File: src/rtl/instr_encoder.sv
// RV32I field-to-word encoder: packs decoded fields into instruction words, tags each
// with an incrementing byte address and queues them in a small FIFO for the memory writer.
`ifndef OPWIDTH
`define OPWIDTH 7
`endif
`ifndef REGWIDTH
`define REGWIDTH 32
`endif

module instr_encoder #(
  parameter logic [31:0] BASE_ADDR = 32'h0000_0000,
  parameter int unsigned DEPTH     = 4
) (
  input  logic                 clk,
  input  logic                 rst,
  input  logic                 restart,
  input  logic                 in_valid,
  output logic                 in_ready,
  input  logic [`OPWIDTH-1:0]  opcode,
  input  logic [2:0]           funct3,
  input  logic [6:0]           funct7,
  input  logic [4:0]           rd,
  input  logic [4:0]           rs1,
  input  logic [4:0]           rs2,
  input  logic [`REGWIDTH-1:0] imm,
  output logic                 out_valid,
  input  logic                 out_ready,
  output logic [`REGWIDTH-1:0] out_instr,
  output logic [`REGWIDTH-1:0] out_addr,
  output logic                 err_illegal,
  output logic                 err_align,
  output logic [7:0]           drop_cnt
);

  localparam int unsigned AW = $clog2(DEPTH);

  localparam logic [6:0] OpRtype  = 7'b0110011;
  localparam logic [6:0] OpIarith = 7'b0010011;
  localparam logic [6:0] OpIload  = 7'b0000011;
  localparam logic [6:0] OpStype  = 7'b0100011;
  localparam logic [6:0] OpBtype  = 7'b1100011;
  localparam logic [6:0] OpJal    = 7'b1101111;
  localparam logic [6:0] OpJalr   = 7'b1100111;
  localparam logic [6:0] OpLui    = 7'b0110111;
  localparam logic [6:0] OpAuipc  = 7'b0010111;

  logic [31:0] enc;
  logic        legal;
  logic        misalign;

  always_comb begin
    enc      = '0;
    legal    = 1'b1;
    misalign = 1'b0;
    case (opcode)
      OpRtype:          enc = {funct7, rs2, rs1, funct3, rd, opcode};
      OpIarith, OpIload: enc = {imm[11:0], rs1, funct3, rd, opcode};
      OpJalr:           enc = {imm[11:0], rs1, 3'b000, rd, opcode};
      OpStype:          enc = {imm[11:5], rs2, rs1, funct3, imm[4:0], opcode};
      OpBtype: begin
        enc      = {imm[12], imm[10:5], rs2, rs1, funct3, imm[4:1], imm[11], opcode};
        misalign = imm[0];
      end
      OpJal: begin
        enc      = {imm[20], imm[10:1], imm[11], imm[19:12], rd, opcode};
        misalign = imm[0];
      end
      OpLui, OpAuipc:   enc = {imm[31:12], rd, opcode};
      default:          legal = 1'b0;
    endcase
  end

  logic [31:0] instr_mem [DEPTH];
  logic [31:0] addr_mem  [DEPTH];
  logic [AW:0] wptr, rptr, wptr_d, rptr_d;
  logic [31:0] addr;
  logic        accept, pop, write, full_d;

  assign accept    = in_valid && in_ready;
  assign out_valid = (wptr != rptr);
  assign pop       = out_valid && out_ready;
  assign write     = accept && legal && !misalign;
  assign wptr_d    = write ? wptr + (AW+1)'(1) : wptr;
  assign rptr_d    = pop ? rptr + (AW+1)'(1) : rptr;
  assign full_d    = (wptr_d[AW] != rptr_d[AW]) && (wptr_d[AW-1:0] == rptr_d[AW-1:0]);

  // Empty FIFO presents zeros so reset/flush leave a clean bus.
  assign out_instr = out_valid ? instr_mem[rptr[AW-1:0]] : '0;
  assign out_addr  = out_valid ? addr_mem[rptr[AW-1:0]] : '0;

  always_ff @(posedge clk) begin
    if (write && rst && !restart) begin
      instr_mem[wptr[AW-1:0]] <= enc;
      addr_mem[wptr[AW-1:0]]  <= addr;
    end
  end

  always_ff @(posedge clk) begin
    if (!rst) begin
      wptr        <= '0;
      rptr        <= '0;
      addr        <= BASE_ADDR;
      in_ready    <= 1'b0;
      err_illegal <= 1'b0;
      err_align   <= 1'b0;
      drop_cnt    <= '0;
    end else if (restart) begin
      wptr     <= '0;
      rptr     <= '0;
      addr     <= BASE_ADDR;
      in_ready <= 1'b1;
    end else begin
      wptr     <= wptr_d;
      rptr     <= rptr_d;
      in_ready <= !full_d;
      if (write) addr <= addr + 32'd4;
      if (accept && !legal) err_illegal <= 1'b1;
      if (accept && legal && misalign) err_align <= 1'b1;
      if (accept && !(legal && !misalign) && drop_cnt != 8'd255) drop_cnt <= drop_cnt + 8'd1;
    end
  end

endmodule

File: config.mk
export PLATFORM = sky130hd
export DESIGN_NAME = instr_encoder
export DESIGN_NICKNAME = d
export VERILOG_FILES = /design/src/rtl/instr_encoder.sv
export SDC_FILE = /design/constraint.sdc
export NUM_CORES = 1
export LEC_CHECK = 0
export CAP_MARGIN = 5
export CORE_MARGIN = 4
export CORE_UTILIZATION = 55
export CTS_CLUSTER_SIZE = 30
export DETAILED_ROUTE_END_ITERATION = 12
export PLACE_DENSITY = 0.78
export SLEW_MARGIN = 25
export SYNTH_ARGS = -nofsm -noshare
export SYNTH_HDL_FRONTEND = slang
export SYNTH_SLANG_ARGS = --single-unit
export TNS_END_PERCENT = 50
File: constraint.sdc
create_clock -name clk -period 4.91 [get_ports clk]
set_input_delay 0.982 -clock clk [delete_from_list [all_inputs] [get_ports clk]]
set_output_delay 0.982 -clock clk [all_outputs]
set_load 0.005 [all_outputs]
==> flow_metrics.tcl, run 1 <==
set metrics [dict create \
    status "finished, final reports clean" \
    dr.first_iter.drc_count 549 \
    clockBufferDepth 3 \
    holdBufCountCts 0 \
    portBuffers 142 \
    p_clk_frac 0.428 \
    coreArea_um2 22000 \
    min_path_cells 1 \
    fin_hold_ws_ps 478 \
    root_buffer "clkbuf_16" \
    vias_per_cell 5.92 \
    critPathKind "flip-flop to primary output" \
    clock_skew_ps 13.5 \
    p_leak_uw 0.00491 \
    finish.utilization 0.685 \
    r2r_cells 6 \
    p_seq_frac 0.543 \
    wl_per_cell_um 21.5 \
    synth_cell_types 54 \
    drv_cap 0 \
    slew_violations 0 \
    grt_pass1_wl_mm 40.6 \
    first_global_vias 7322 \
    grt_overflow_total 0 \
    pwr-share-comb 0.029 \
    clk_latency_ps 540 \
    antenna_left 0 \
    setup_ws_ps 1170 \
    final_common_cell "edfxtp_1" \
    p_int_uw 3980 \
    p_per_area_nw_per_um2 329 \
    dp_slack_ps 857 \
    num_rows 54 \
    crit_path_cell_trace "xnor2_1, nand3_2, buf_12, and2_1, clkdlybuf4s50_1" \
    synth-edff-count 248 \
    syn2layout_area_growth_pct 21.9 \
    cp_slowest_cell "dfxtp_1" \
    wirelength_mm 26.1 \
    startpoint_type "flip-flop" \
    nets 990 \
    synthTopCellsByArea "edfxtp_1 (60%), mux4_2 (11%), dfxtp_1 (7.6%)" \
    mostFrequentLayoutCells "edfxtp_1 (248), clkdlybuf4s50_1 (142), and2_1 (64), mux4_2 (62), nor2_1 (49)" \
    cp_data_required_time_ps 3930 \
    cp_max_fo 42 \
    vias 7195 \
    cts_resized 0 \
    cts_tree "yes" \
    clkTransAtPathRegs_ps 60 \
    dp_hpwl_mm 16.3 \
    fin_tns_setup_ps 0 \
    hp-class "flip-flop to flip-flop" \
    syn-cell-area_um2 12300 \
    drtPass1Iterations 6 \
    finalCriticalPeriod_ps 3740 \
    dominantRegCellSynth "edfxtp_1" \
    crit_path_end_kind "primary output" \
    rsz0062_at_grt "no" \
    crit_arrival_ps 2760 \
    grt_use_met3 0.0416 \
    power.switching_uw 967 \
    avgSynthCellArea_um2 16.2 \
    route.detailed.drc 0 \
    ys_warn_count 0 \
    ir_drop_v 0.000285 \
    dieArea_um2 24900 \
    htreeDepth 1 \
    ys_seq_area_frac 0.679 \
    synth_top_area_cell "edfxtp_1" \
    crit_path_max_incr_delay_ps 510 \
    place.gp.congestion 0.794 \
    die_w_um 158 \
    clock_sinks 295 \
    cts_setup_buffers 0 \
    cts_made_buffers 29 \
    met2_usage 0.354 \
    final-setup-viol-count 0 \
    die_y_um 158 \
    relSlewSlack 0.340 \
    met1_usage 0.286 \
    dp.cells 1163 \
    tightest_slew_ps 991 \
    grt_max_degree 66 \
    p_sw_frac 0.195 \
    yosys.area.top_type_share 0.603 \
    postSynthCellCount 764 \
    fmax_ghz 0.267 \
    n_antenna_cell 0 \
    top_usage_layer "met2" \
    grtUsageTotal 0.209 \
    ys_ff_latch 295 \
    hold_viol 0 \
    io_pins 145 \
    antenna_found_initial 0 \
    initial_core_util 0.562 \
    drive_above_1_share 0.166 \
    ys_async_sr_fraction 0 \
    finalCritPeriodShare 0.763 \
    final_cells 1216 \
]
## Yosys cell counts, types with 2 or more instances
master / count
edfxtp_1: 248
and2_1: 68
mux4_2: 62
nor2_1: 49
dfxtp_1: 47
xnor2_1: 33
inv_1: 27
clkbuf_1: 25
nand2_1: 21
nand3_1: 17
a22o_1: 14
nor3_2: 14
a21oi_1: 13
nor3_1: 12
o21ai_0: 11
a222oi_1: 10
buf_2: 9
nand4_1: 8
xor2_1: 8
and3_1: 7
ha_1: 7
or3_1: 7
or2_2: 4
a21o_1: 3
buf_6: 3
mux2i_1: 3
nor4_1: 3
buf_4: 2
nor2b_1: 2
nor4_2: 2
o21a_1: 2
## critical path, delay by kind of cell, from the launching register on
kind          cells  cell delay (ps)
simple gates      2              660
xor+xnor          1              230
buf+inv           2              820
flops             1              510
## final cells by class
class                           instances  area (µm²)
Timing Repair Buffer                  158        1600
Fill cell                            1452        6910
Sequential cell                       295        8390
Clock buffer                           33         761
Tap cell                              280         350
Clock inverter                         20         158
Multi-Input combinational cell        403        3680
Inverter                               27         101
## per-layer routing
| metal | vias up | share of wire |
|---|---|---|
| met4 | 0 | 0.016 |
| met5 | - | 0 |
| li1 | 3242 | - |
| met1 | 3643 | 0.41 |
| met3 | 38 | 0.074 |
| met2 | 272 | 0.50 |
## power by group through the flow
stage | Sequential, µW | Clock [µW] | Combinational (µW)
after global routing | 2690 | 2260 | 152
after floorplan | 2740 | 0 | 51.1
after global placement | 2740 | 0 | 140
after detailed placement | 2740 | 0 | 141
after CTS | 2690 | 2150 | 142
final | 2690 | 2120 | 143
## path summary, 6_finish.rpt
kind | start | to | slack, ps
max reg2reg | in_ready$_SDFF_PN0_ | instr_mem[1][7]$_DFFE_PP_ | 2130
min reg2reg | err_illegal$_SDFFE_PN0P_ | err_illegal$_SDFFE_PN0P_ | 480
min | err_illegal$_SDFFE_PN0P_ | err_illegal$_SDFFE_PN0P_ | 480
max | wptr[1]$_SDFF_PP0_ | out_addr[3] | 1170
## stage by stage
| stage | cell area, µm² | power, µW |
|---|---|---|
| after floorplan | 12400 | 2790 |
| after CTS | 15000 | 4980 |
| after global placement | 14100 | 2880 |
| after detailed placement | 14100 | 2880 |
| final | 15000 | 4950 |
| after global routing | 15000 | 5100 |
## flip-flops by register name, summed over array words and instances, names as in the netlist
register	count
instr_mem	128
addr_mem	120
addr	30
drop_cnt	8
rptr	3
wptr	3
err_align	1
err_illegal	1
in_ready	1
## logic make-up after synthesis
logic type | after synthesis | synth area share
AOI/OAI and AO/OA | 66 | 0.0410
xor gates and xnor gates | 41 | 0.0291
adders and majority gates | 7 | 0.00709
buffers and inverters | 67 | 0.0237
DFF | 295 | 0.679
muxes | 66 | 0.116
other | 1 | 0.000304
and+or+nand+nor | 221 | 0.103
Power figures use the tool's default switching activity.
==> run 2: changes to the inputs <==
- clock period: 4.91 -> 3.77 ns (I/O delays scaled with it)
==> run 2 against run 1 <==
  * Core utilization rose by 0.48 points
  * Wire length increased by 2.5%
  * Worst setup slack got worse by 900 ps
  * Final area increased by 0.71%
  * Total power up 31%
==> flow_metrics.tcl, run 2 (same netlist as run 1, synthesis figures left out) <==
set metrics [dict create \
    n_antenna_cell 0 \
    crit_arrival_ps 2750 \
    setup_ws_ps 270 \
    grt_pass1_wl_mm 41.1 \
    vias_per_cell 5.86 \
    coreArea_um2 22000 \
    cts_setup_buffers 0 \
    die_w_um 158 \
    antenna_left 0 \
    fin_tns_setup_ps 0 \
    final-setup-viol-count 0 \
    p_int_uw 5280 \
    nets 994 \
    clockBufferDepth 3 \
    critPathKind "flip-flop to primary output" \
    p_clk_frac 0.432 \
    cts_resized 0 \
    grt_overflow_total 0 \
    io_pins 145 \
    final_common_cell "edfxtp_1" \
    power.total_uw 6500 \
    portBuffers 142 \
    cp_max_fo 46 \
    num_rows 54 \
    place.gp.congestion 0.837 \
    drive_above_1_share 0.171 \
    largest_reg_flops 128 \
    vias 7154 \
    cts_tree "yes" \
    ff2ff_setup_slack_ps 1000 \
    crit_path_max_incr_delay_ps 470 \
    r2r_cells 8 \
    crit_path_end_kind "primary output" \
    cp_slowest_cell "clkdlybuf4s50_1" \
    initial_core_util 0.562 \
    r2r-end "in_ready$_SDFF_PN0_" \
    holdBufCountCts 0 \
    startpoint_type "flip-flop" \
    dr.first_iter.drc_count 646 \
    pwr-share-comb 0.029 \
    status "finished, final reports clean" \
    p_sw_frac 0.188 \
    dp.cells 1167 \
    drv_cap 0 \
    crit_path_cell_trace "xnor2_1, nand3_2, buf_12, and2_1, clkdlybuf4s50_1" \
    r2r_start "rptr[1]$_SDFF_PP0_" \
    finalCritPeriodShare 0.928 \
    root_buffer "clkbuf_16" \
    die_y_um 158 \
    grtUsageTotal 0.215 \
    finalCriticalPeriod_ps 3500 \
    hold_end "err_illegal$_SDFFE_PN0P_" \
    htreeDepth 1 \
    mostFrequentLayoutCells "edfxtp_1 (248), clkdlybuf4s50_1 (142), and2_1 (64), mux4_2 (62), nor2_1 (49)" \
    dp_slack_ps 325 \
    syn2layout_area_growth_pct 22.7 \
    finish.utilization 0.690 \
    cp_data_required_time_ps 3020 \
    min_path_cells 1 \
    clk_latency_ps 540 \
    p_per_area_nw_per_um2 429 \
    clkTransAtPathRegs_ps 60 \
    antenna_found_initial 0 \
    clock_sinks 295 \
    final_cells 1221 \
    tightest_slew_ps 960 \
    wl_per_cell_um 21.9 \
    hp-start "err_illegal$_SDFFE_PN0P_" \
    dieArea_um2 24900 \
    p_leak_uw 0.00496 \
    hold_viol 0 \
    power.switching_uw 1220 \
    ir_drop_v 0.000374 \
    route.detailed.drc 0 \
    hp-class "flip-flop to flip-flop" \
    wirelength_mm 26.8 \
    first_global_vias 7251 \
    fmax_ghz 0.286 \
    relSlewSlack 0.360 \
    p_seq_frac 0.539 \
    grt_max_degree 66 \
    drtPass1Iterations 5 \
    clock_skew_ps 9.54 \
    rsz0062_at_grt "no" \
    cts_made_buffers 29 \
    slew_violations 0 \
    dp_hpwl_mm 16.7 \
]
run 2: cell types whose count changed in the layout (fill, tap and decap cells not counted), sizes merged:
cell,delta
clkinvlp,-2
clkinv,-8
inv,-1
buf,+4
bufinv,-1
clkbuf,+13
run 2: stage by stage:
stage               cell area, µm²  hold slack (ps)
floorplan                    12400              464
global placement             14200              450
detailed placement           14200              453
CTS                          15200              467
global route                 15200              489
finish                       15200              463
run 2: worst max-delay path: cells and delay by family, from the launching register on:
kind / cells / cell delay, ps
buffers and inverters: 2 / 800
and+or+nand+nor: 2 / 640
xor gates and xnor gates: 1 / 400
DFF: 1 / 330
run 2: power groups by stage:
stage	clock network, µW	logic, µW	registers, µW
2_1_floorplan	0	66.5	3570
3_3_place_gp	0	183	3570
3_5_place_dp	0	185	3570
4_1_cts	2860	188	3500
5_1_grt	3000	200	3500
6_report	2810	188	3500
run 2: area by class of cell:
type / count / area [µm²]
clock buffers: 46 / 890
clock inverters: 8 / 67.6
fillers: 1409 / 6800
inverters: 27 / 101
multi-input cells: 403 / 3680
flip-flops and latches: 295 / 8390
well taps: 280 / 350
repair buffers: 162 / 1670
run 2: worst max-delay path by stage:
stage / startpoint / end / slack (ps) / cells after the start
after global placement: opcode[3] / addr_mem[2][24]$_DFFE_PP_ / 380 / 7
after global routing: wptr[2]$_SDFF_PP0_ / out_instr[3] / 80 / 5
after floorplan: opcode[6] / addr_mem[0][10]$_DFFE_PP_ / 470 / 6
after CTS: wptr[2]$_SDFF_PP0_ / out_instr[3] / 220 / 5
final: wptr[2]$_SDFF_PP0_ / out_instr[3] / 270 / 5
after detailed placement: opcode[3] / addr_mem[2][24]$_DFFE_PP_ / 330 / 7
run 2: metal layers:
layer,GRT usage,up-vias,part of all wire
li1,-,3246,-
met1,0.292,3569,0.41
met2,0.361,304,0.49
met3,0.0506,35,0.084
met4,0.0422,0,0.014
met5,0,-,0
